===== src/rtl/rob_mbank.sv =====
// Multi-bank reorder buffer: per-bank out-of-order completion, single in-order return channel.
// Optional macro ROB_MBANK_FILL_BYPASS_EN lets a fill to the next-due entry go straight to the output.
module rob_mbank #(
  parameter int  BANK_NUM  = 4,
  parameter int  ROB_DEPTH = 8,
  parameter int  DATA_W    = 128,
  localparam int BW        = $clog2(BANK_NUM),
  localparam int IW        = $clog2(ROB_DEPTH)
) (
  input  logic                clk,
  input  logic                rst_n,
  input  logic                u_kob_rob_req,
  input  logic [BW-1:0]       u_kob_rob_bank_id,
  output logic                u_kob_rob_ack,
  output logic [IW-1:0]       u_kob_rob_id,
  input  logic                d_rc_valid,
  input  logic [BW-1:0]       d_rc_bank_id,
  input  logic [IW-1:0]       d_rc_rob_id,
  input  logic [DATA_W-1:0]   d_rc_data,
  output logic                u_ch_valid,
  input  logic                u_ch_ready,
  output logic [DATA_W-1:0]   u_ch_data,
  output logic [BW-1:0]       u_ch_bank_id,
  output logic [BANK_NUM-1:0] d_crdt_rtn,
  output logic                d_rc_err
);

  localparam int ORD_DEPTH = BANK_NUM * ROB_DEPTH;
  localparam int OW        = $clog2(ORD_DEPTH);

`ifdef ROB_MBANK_FILL_BYPASS_EN
  localparam bit BYPASS = 1'b1;
`else
  localparam bit BYPASS = 1'b0;
`endif

  logic [DATA_W-1:0]    data_mem [BANK_NUM][ROB_DEPTH];
  logic [ROB_DEPTH-1:0] alloc_q  [BANK_NUM];
  logic [ROB_DEPTH-1:0] done_q   [BANK_NUM];
  logic [IW:0]          tail_q   [BANK_NUM];
  logic [IW:0]          head_q   [BANK_NUM];
  logic [IW:0]          cnt_q    [BANK_NUM];
  logic [BW-1:0]        ord_mem  [ORD_DEPTH];
  logic [OW-1:0]        ord_wr_q;
  logic [OW-1:0]        ord_rd_q;

  logic              alloc_go;
  logic [BW-1:0]     hd_bank;
  logic [IW-1:0]     hd_idx;
  logic              out_free;
  logic              fill_ok;
  logic              byp;
  logic              pop;
  logic [DATA_W-1:0] pop_data;

  // NOTE: state updates use alloc_go, which omits rst_n; rst_n only gates the visible ack
  // so that the reset net never feeds synchronous data paths.
  assign alloc_go      = u_kob_rob_req & ~cnt_q[u_kob_rob_bank_id][IW];
  assign u_kob_rob_ack = alloc_go & rst_n;
  assign u_kob_rob_id  = tail_q[u_kob_rob_bank_id][IW-1:0];

  // With the order FIFO empty its read slot names a bank whose head entry is unallocated,
  // so neither the done nor the bypass path can fire; no separate empty flag is needed.
  assign hd_bank  = ord_mem[ord_rd_q];
  assign hd_idx   = head_q[hd_bank][IW-1:0];
  assign out_free = ~u_ch_valid | u_ch_ready;
  assign fill_ok  = d_rc_valid & alloc_q[d_rc_bank_id][d_rc_rob_id] & ~done_q[d_rc_bank_id][d_rc_rob_id];
  assign byp      = BYPASS & fill_ok & (d_rc_bank_id == hd_bank) & (d_rc_rob_id == hd_idx) & out_free;
  assign pop      = (done_q[hd_bank][hd_idx] & out_free) | byp;
  assign pop_data = byp ? d_rc_data : data_mem[hd_bank][hd_idx];

  // NOTE: the data array carries no reset; validity lives entirely in the alloc/done bits.
  always_ff @(posedge clk) begin
    if (fill_ok && !byp) data_mem[d_rc_bank_id][d_rc_rob_id] <= d_rc_data;
  end

  // NOTE: all sequential state uses non-blocking assignments so every read sees pre-edge values.
  always_ff @(posedge clk or negedge rst_n) begin
    if (!rst_n) begin
      for (int b = 0; b < BANK_NUM; b++) begin
        alloc_q[b] <= '0;
        done_q[b]  <= '0;
        tail_q[b]  <= '0;
        head_q[b]  <= '0;
        cnt_q[b]   <= '0;
      end
      for (int i = 0; i < ORD_DEPTH; i++) ord_mem[i] <= '0;
      ord_wr_q <= '0;
      ord_rd_q <= '0;
    end else begin
      if (alloc_go) begin
        alloc_q[u_kob_rob_bank_id][tail_q[u_kob_rob_bank_id][IW-1:0]] <= 1'b1;
        done_q[u_kob_rob_bank_id][tail_q[u_kob_rob_bank_id][IW-1:0]]  <= 1'b0;
        tail_q[u_kob_rob_bank_id] <= tail_q[u_kob_rob_bank_id] + 1'b1;
        ord_mem[ord_wr_q] <= u_kob_rob_bank_id;
        ord_wr_q <= (ord_wr_q == OW'(ORD_DEPTH - 1)) ? '0 : ord_wr_q + 1'b1;
      end
      if (fill_ok && !byp) done_q[d_rc_bank_id][d_rc_rob_id] <= 1'b1;
      if (pop) begin
        alloc_q[hd_bank][hd_idx] <= 1'b0;
        done_q[hd_bank][hd_idx]  <= 1'b0;
        head_q[hd_bank] <= head_q[hd_bank] + 1'b1;
        ord_rd_q <= (ord_rd_q == OW'(ORD_DEPTH - 1)) ? '0 : ord_rd_q + 1'b1;
      end
      for (int b = 0; b < BANK_NUM; b++) begin
        cnt_q[b] <= cnt_q[b]
                  + {{IW{1'b0}}, alloc_go && (u_kob_rob_bank_id == BW'(b))}
                  - {{IW{1'b0}}, pop && (hd_bank == BW'(b))};
      end
    end
  end

  always_ff @(posedge clk or negedge rst_n) begin
    if (!rst_n) begin
      u_ch_valid   <= 1'b0;
      u_ch_data    <= '0;
      u_ch_bank_id <= '0;
      d_crdt_rtn   <= '0;
      d_rc_err     <= 1'b0;
    end else begin
      if (pop) begin
        u_ch_valid   <= 1'b1;
        u_ch_data    <= pop_data;
        u_ch_bank_id <= hd_bank;
      end else if (u_ch_ready) begin
        u_ch_valid <= 1'b0;
      end
      d_crdt_rtn <= '0;
      if (pop) d_crdt_rtn[hd_bank] <= 1'b1;
      if (d_rc_valid && !fill_ok) d_rc_err <= 1'b1;
    end
  end

endmodule


===== config.mk =====
export PLATFORM = sky130hd
export DESIGN_NAME = rob_mbank
export DESIGN_NICKNAME = d
export VERILOG_FILES = /design/src/rtl/rob_mbank.sv
export SDC_FILE = /design/constraint.sdc
export NUM_CORES = 2
export LEC_CHECK = 0
export CORE_MARGIN = 4
export CORE_UTILIZATION = 61
export DETAILED_ROUTE_END_ITERATION = 10
export DONT_BUFFER_PORTS = 1
export HOLD_SLACK_MARGIN = 0.15
export PLACE_DENSITY = 0.79
export SKIP_CTS_REPAIR_TIMING = 1
export SYNTH_ARGS = -nofsm -noshare
export SYNTH_HDL_FRONTEND = slang
export SYNTH_SLANG_ARGS = --single-unit

===== constraint.sdc =====
create_clock -name clk -period 9.1 [get_ports clk]
set_clock_uncertainty 0.15 [all_clocks]
set_input_delay 2.275 -clock clk [delete_from_list [all_inputs] [get_ports clk]]
set_output_delay 2.275 -clock clk [all_outputs]
set_load 0.01 [all_outputs]

# Word-level counts from Yosys, hierarchy flattened
# Memory sizes are Yosys's and may differ from the RTL's.
# Cells that the tools add are included.
word_totals:
  mem_count: 1
  regBits: 322
  mem_bits_rw: 4096
  output_inout_bits: 140
op_classes:
  magnitude_cmp: 20
  addsub: 12
  mux: 67
  bitwise_logic: 23
  eq_ne: 8
  n_reduce_logical: 22
memory_table:
  columns: ["name", "words", "word_bits", "read_ports", "rd_clocked_by_memory_dff", "wr", "line_no", "rtl"]
  rows:
  - ["data_mem", 4, 1024, 1, 0, 1, "37", "logic [DATA_W-1:0] data_mem [BANK_NUM][ROB_DEPTH];"]
op_table:
  columns: ["op", "count"]
  rows:
  - ["two-way mux 1024 bit", 1]
  - ["binary-select mux 128 bit (select 3 bit)", 1]
  - ["demux 128 bit (select 3 bit)", 1]
  - ["two-way mux 128 bit", 3]
  - ["two-way mux 32 bit", 5]
  - ["AND 32 bit", 3]
  - ["two-way mux 8 bit", 9]
  - ["bitwise mux 64 bit", 1]
  - ["NOT 32 bit", 2]
  - ["bitwise OR 32 bit", 2]
  - ["binary-select mux 8 bit (select 2 bit)", 3]
  - ["demux 8 bit (select 2 bit)", 3]
  - ["two-way mux 4 bit", 9]
  - ["bitwise mux 16 bit", 2]
  - ["binary-select mux 4 bit (select 2 bit)", 3]
  - ["logical AND 1 bit", 18]
  - ["adder 4 x 1 -> 4 bit", 4]
  - ["demux 4 bit (select 2 bit)", 2]
  - ["subtractor 4 x 1 -> 4 bit", 4]
  - ["greater-or-equal comparator 6 bit (second input constant)", 2]
  - ["< comparator 3 x 4 -> 1 bit (second input constant)", 3]
  - ["NOT 5 -> 6 bit", 2]
  - ["adder 5 x 1 -> 5 bit (second input constant)", 2]
  - ["binary-select mux 2 bit (select 5 bit)", 1]
  - ["27 further kinds", 66]

# Logic depth before layout (Yosys ltp)
depth:
  word_depth: 17
  ltp_mapped: 22

# Worst setup path after synthesis
# Ideal clock, no wire load.
synth_path:
  kind: "in2reg"
  from: "input port d_rc_bank_id[1]"
  to: "memory data_mem[3][128] (netlist bit) (enable)"
  path_buffers: 2
  cell_stages: 8
  setup_ps: 619
  slack_ps: -1419
  required_ps: 8331
  arrival_ps: 9750
  cell_sequence: "clkbuf_1 -> clkbuf_1 -> a32oi_1 -> mux4_2 -> mux2_2 -> nor4b_1 -> nand3_1 -> nor2_1"
synth_between:
  elab_chain_cells: 10
  elab_cells_between_ends: 16
  classes_between: "mux (12); bitwise (4)"
synth_rtl:
  columns: ["element", "line_no", "rtl"]
  rows:
  - ["start, declared", "17", "input logic [BW-1:0] d_rc_bank_id,"]
  - ["NOT 2 -> 3 bit (implied by the code)", "67", "assign fill_ok = d_rc_valid & alloc_q[d_rc_bank_id][d_rc_rob_id] & ~done_q[d_rc_bank_id][d_rc_rob_id];"]
  - ["binary-select mux 8 bit (select 2 bit)", "67", null]
  - ["two-way mux 8 bit (implied by the code) (2 in a row)", "67", null]
  - ["binary-select mux 1 bit (select 3 bit)", "67", null]
  - ["two-way mux 1 bit (implied by the code)", "67", null]
  - ["AND 1 bit or NOT 1 bit (tied branches)", "67", null]
  - ["AND 1 bit", "67", null]
  - ["two-way mux 1 bit", "74", "if (fill_ok && !byp) data_mem[d_rc_bank_id][d_rc_rob_id] <= d_rc_data;"]
  - ["two-way mux 1024 bit (implied by the code)", "74", null]
  - ["end, declared", "37", null]
# Several ways; a longest one is shown, not always the timed one. The select of a mux whose other input is x is not followed.

# Worst setup path in the final report
layout_path:
  from: "register ord_rd_q[1]"
  to: "register u_ch_data[74]"
layout_between:
  elab_chain_cells: 12
  elab_cells_between_ends: 19
  classes_between: "mux (14); bitwise (4); memory (1)"
layout_rtl:
  columns: ["element", "line_no", "rtl"]
  rows:
  - ["start, declared", "45", "logic [OW-1:0] ord_rd_q;"]
  - ["start signal, assigned", "103", "ord_rd_q <= (ord_rd_q == OW'(ORD_DEPTH - 1)) ? '0 : ord_rd_q + 1'b1;"]
  - ["NOT 5 -> 6 bit (implied by the code) (*)", "64", "assign hd_bank = ord_mem[ord_rd_q];"]
  - ["binary-select mux 2 bit (select 5 bit) (*)", "64", null]
  - ["two-way mux 2 bit (implied by the code) (*) (2 in a row)", "64", null]
  - ["NOT 2 -> 3 bit (implied by the code)", "65, 69", null]
  - ["binary-select mux 4 bit (select 2 bit)", "65", "assign hd_idx = head_q[hd_bank][IW-1:0];"]
  - ["two-way mux 4 bit (2 in a row)", null, null]
  - ["NOT 3 -> 4 bit (implied by the code)", "70", "assign pop_data = byp ? d_rc_data : data_mem[hd_bank][hd_idx];"]
  - ["binary-select mux 128 bit (select 3 bit)", "70", null]
  - ["two-way mux 128 bit (implied by the code) (2 in a row)", "70", null]
  - ["end signal, assigned", "123", "u_ch_data <= pop_data;"]
  - ["end, declared", "22", "output logic [DATA_W-1:0] u_ch_data,"]
# Every way passes the cells marked *; elsewhere a longest branch is shown, timed or not. The select of a mux whose other input is x is not followed.
# A chain may end at the register's enable or synchronous reset.

==> flow_summary_export.csv <==
group,metric,value,unit
status,status,"finished, final reports clean",
routing,wl_per_cell,40.35,µm
clock_tree,cts_tree,"yes",
grt,grt_max_degree,316,
sta,slew_headroom,1.334,%
power,ir_drop,683.8,µV
yosys,synth_cells,7500,
grt,first_global_vias,87650,
placement,routabilityCongestion,0.7893,
critical_path,cp_max_fo,158,
yosys,ys.flop_type,"edfxtp_1",
grt,grt_pass1_wl,666400,µm
die,fp-row-count,192,
critical_path,r2r_end,"u_ch_data[74]$_DFFE_PN0P_",
clock_tree,htreeDepth,5,
routing,drtIter0Drc,14410,
clock_tree,cts_root_buf,"clkbuf_16",
run,max-cap-violations,0,
sta,finalHoldViolations,0,
finish,nets,7813,
power,p_total,74650,µW
critical_path,worst_setup_path_end_kind,"flip-flop",
routing,vias,85640,
finish,drive_gt1_share,25.98,%
hold_path,holdCritStartpoint,"tail_q[2]$_DFFE_PN0P_",
grt,gr-total-overflow,0,
placement,port_buffers,0,
yosys,synth_adder_area_share,0.2343,%
die,io_pins,280,
yosys,synth_compound_area_share,3.239,%
sta,post-route-min-period,6.929,ns
yosys,synth-simple-area-share,1.181,%
sta,fmax,0.1443,GHz
yosys,synth_enable_flop_cells,4096,
yosys,yosysMostFrequentCell,"edfxtp_1",
routing,vias_per_cell,7.389,
yosys,synth_top_family_by_area,"multiplexers",
clock_tree,cts.sinks,4410,
sta,setup_viol,0,
die,fp.dieW,532.3,µm
placement,dp.cells,10810,
die,core_area,0.2736,mm²
yosys,syn_area_per_cell,22.36,µm²
critical_path,rrSetupSlack,2.17,ns
hold_path,whs_endpoint,"tail_q[2]$_DFFE_PN0P_",
sta,fin_crit_sh,76.14,%
die,start_util,61.29,%
routing,wl,467700,µm
grt,antenna_found_initial,8,
sta,grt_setup_unrepaired,"no",
finish,fin_util,68.12,%
finish,area_delta_synth_final,11.16,%
yosys,synth_top_area_share,73.35,%
critical_path,reg2reg_depth,11,
sta,tns,0,ns
yosys,yosysWarnings,0,
critical_path,worstSetupPathType,"flip-flop to flip-flop",
power,p_leak,0.05883,µW
yosys,ys_seq_area_share,78.03,%
clock_tree,insertion_delay,0.93,ns
hold_path,min_path_type,"flip-flop to flip-flop",
placement,hpwl,205100,µm
critical_path,r2r-start,"ord_rd_q[1]$_DFFE_PN0P_",
sta,final_max_slew_viol_count,0,
routing,drc_errors,0,
yosys,synth.area.top_cells,"edfxtp_1, mux4_2, dfrtp_1",
yosys,yosysTopAreaCell,"edfxtp_1",
sta,tightest_slew,1.476,ns
routing,ant_nets,0,
yosys,syn_area,0.1677,mm²
die,die-area,0.2834,mm²
clock_tree,cts_buffers,418,
yosys,muxShareOfSynthArea,15.99,%
power,power_density,400.5,mW/mm²
yosys,synth_seq_cells,4410,
hold_path,min_path_cells,2,
critical_path,cp.required,9.77,ns
yosys,synth_common_cells,"edfxtp_1, mux4_2, a22oi_1",
clock_tree,clk_pin_slew,0.07,ns
yosys,ys_async_sr_fraction,7.120,%
yosys,syn_nets,7669,
critical_path,critPathArrivalTime,7.60,ns
clock_tree,cts_buffer_depth,4,
finish,instances_no_fill,11590,
critical_path,worstSetupStartpointType,"flip-flop",
routing,dr.pass1.iters,9,
yosys,synth-xor-area-share,0.07312,%
die,die_h,532.3,µm
yosys,ys_types,63,
grt,grt_use_total,33.10,%
## placed cells by master (no fill, tap or decap), types with 67 or more instances in the layout
cell,Yosys,final
o21ai_0,73,73
clkbuf_1,208,68
clkinv_1,0,78
edfxtp_1,4096,4096
buf_4,10,107
mux2_2,163,163
clkbuf_16,0,421
a21oi_1,152,152
nand2_1,110,110
mux4_2,1032,1029
clkinv_2,0,100
a22oi_1,383,383
mux2i_1,121,121
nand4_1,85,85
a31oi_1,87,87
dfrtp_1,314,314
nor2_1,101,67
## per-layer routing
metal  vias up  GRT usage [%]  part of all wire [%]
met5         -              0                0.0026
met4         2          14.65                   5.3
met3      1518          9.731                    15
met2      7680          52.01                    48
met1     44350          43.72                    32
li1      32090              -                     -
## worst max path at each step
stage	start	to	depth (start not counted)
CTS	ord_rd_q[1]$_DFFE_PN0P_	u_ch_data[74]$_DFFE_PN0P_	11
global route	ord_rd_q[1]$_DFFE_PN0P_	u_ch_data[120]$_DFFE_PN0P_	11
detailed placement	d_rc_bank_id[1]	data_mem[2][678]$_DFFE_PP_	8
global placement	d_rc_bank_id[1]	data_mem[3][904]$_DFFE_PP_	8
floorplan	d_rc_bank_id[1]	data_mem[3][128]$_DFFE_PP_	8
finish	ord_rd_q[1]$_DFFE_PN0P_	u_ch_data[74]$_DFFE_PN0P_	11
## registers in the layout (all words and copies together), names as in the netlist
| name | flops |
|---|---|
| data_mem | 4096 |
| u_ch_data | 128 |
| ord_mem | 64 |
| alloc_q | 32 |
| done_q | 32 |
| cnt_q | 16 |
| head_q | 12 |
| tail_q | 12 |
| ord_rd_q | 5 |
| ord_wr_q | 5 |
| d_crdt_rtn | 4 |
| u_ch_bank_id | 2 |
| d_rc_err | 1 |
| u_ch_valid | 1 |
## where the power goes
| group | switching [µW] | internal, µW | leakage [µW] | total [µW] |
|---|---|---|---|---|
| clock network | 7620 | 10100 | 0.00676 | 17700 |
| registers | 889 | 23100 | 0.0407 | 23900 |
| logic | 19000 | 14000 | 0.0113 | 33000 |
## area by class of cell
cell class	count	area, µm²
Fill cell	15440	87220
Timing Repair Buffer	166	1984
Tap cell	3589	4491
Inverter	54	203.9
Sequential cell	4410	130900
Clock buffer	507	11040
Multi-Input combinational cell	2594	35080
Clock inverter	264	2735
Antenna cell	6	15.01
## worst max-delay path: stages (launching register included)
cell	delay (ns)
dfrtp_1	1.01
mux4_2	0.36
a2bb2oi_1	0.18
a221o_1	0.20
and2_4	0.54
buf_4	0.77
buf_12	0.64
buf_4	0.96
mux4_2	0.43
a22oi_1	0.28
nand4_1	0.40
mux2_2	0.41
## cells by family after synthesis
family	Yosys count
AOI/OAI and AO/OA	795
and+or+nand+nor	406
DFF	4410
adders and majority gates	29
muxes	1350
buffers and inverters	496
xor gates and xnor gates	14
## through the flow
stage                     hold slack (ns)  instance area, µm²  setup slack [ns]
after global placement             0.3044              172600             2.314
after detailed placement           0.3128              172600             2.157
after CTS                          0.3289              186400             2.324
after floorplan                    0.2904              167700            -1.419
final                              0.3309              186400             2.171
after global routing               0.3469              186400             1.946
(Power assumes the default switching activity.)
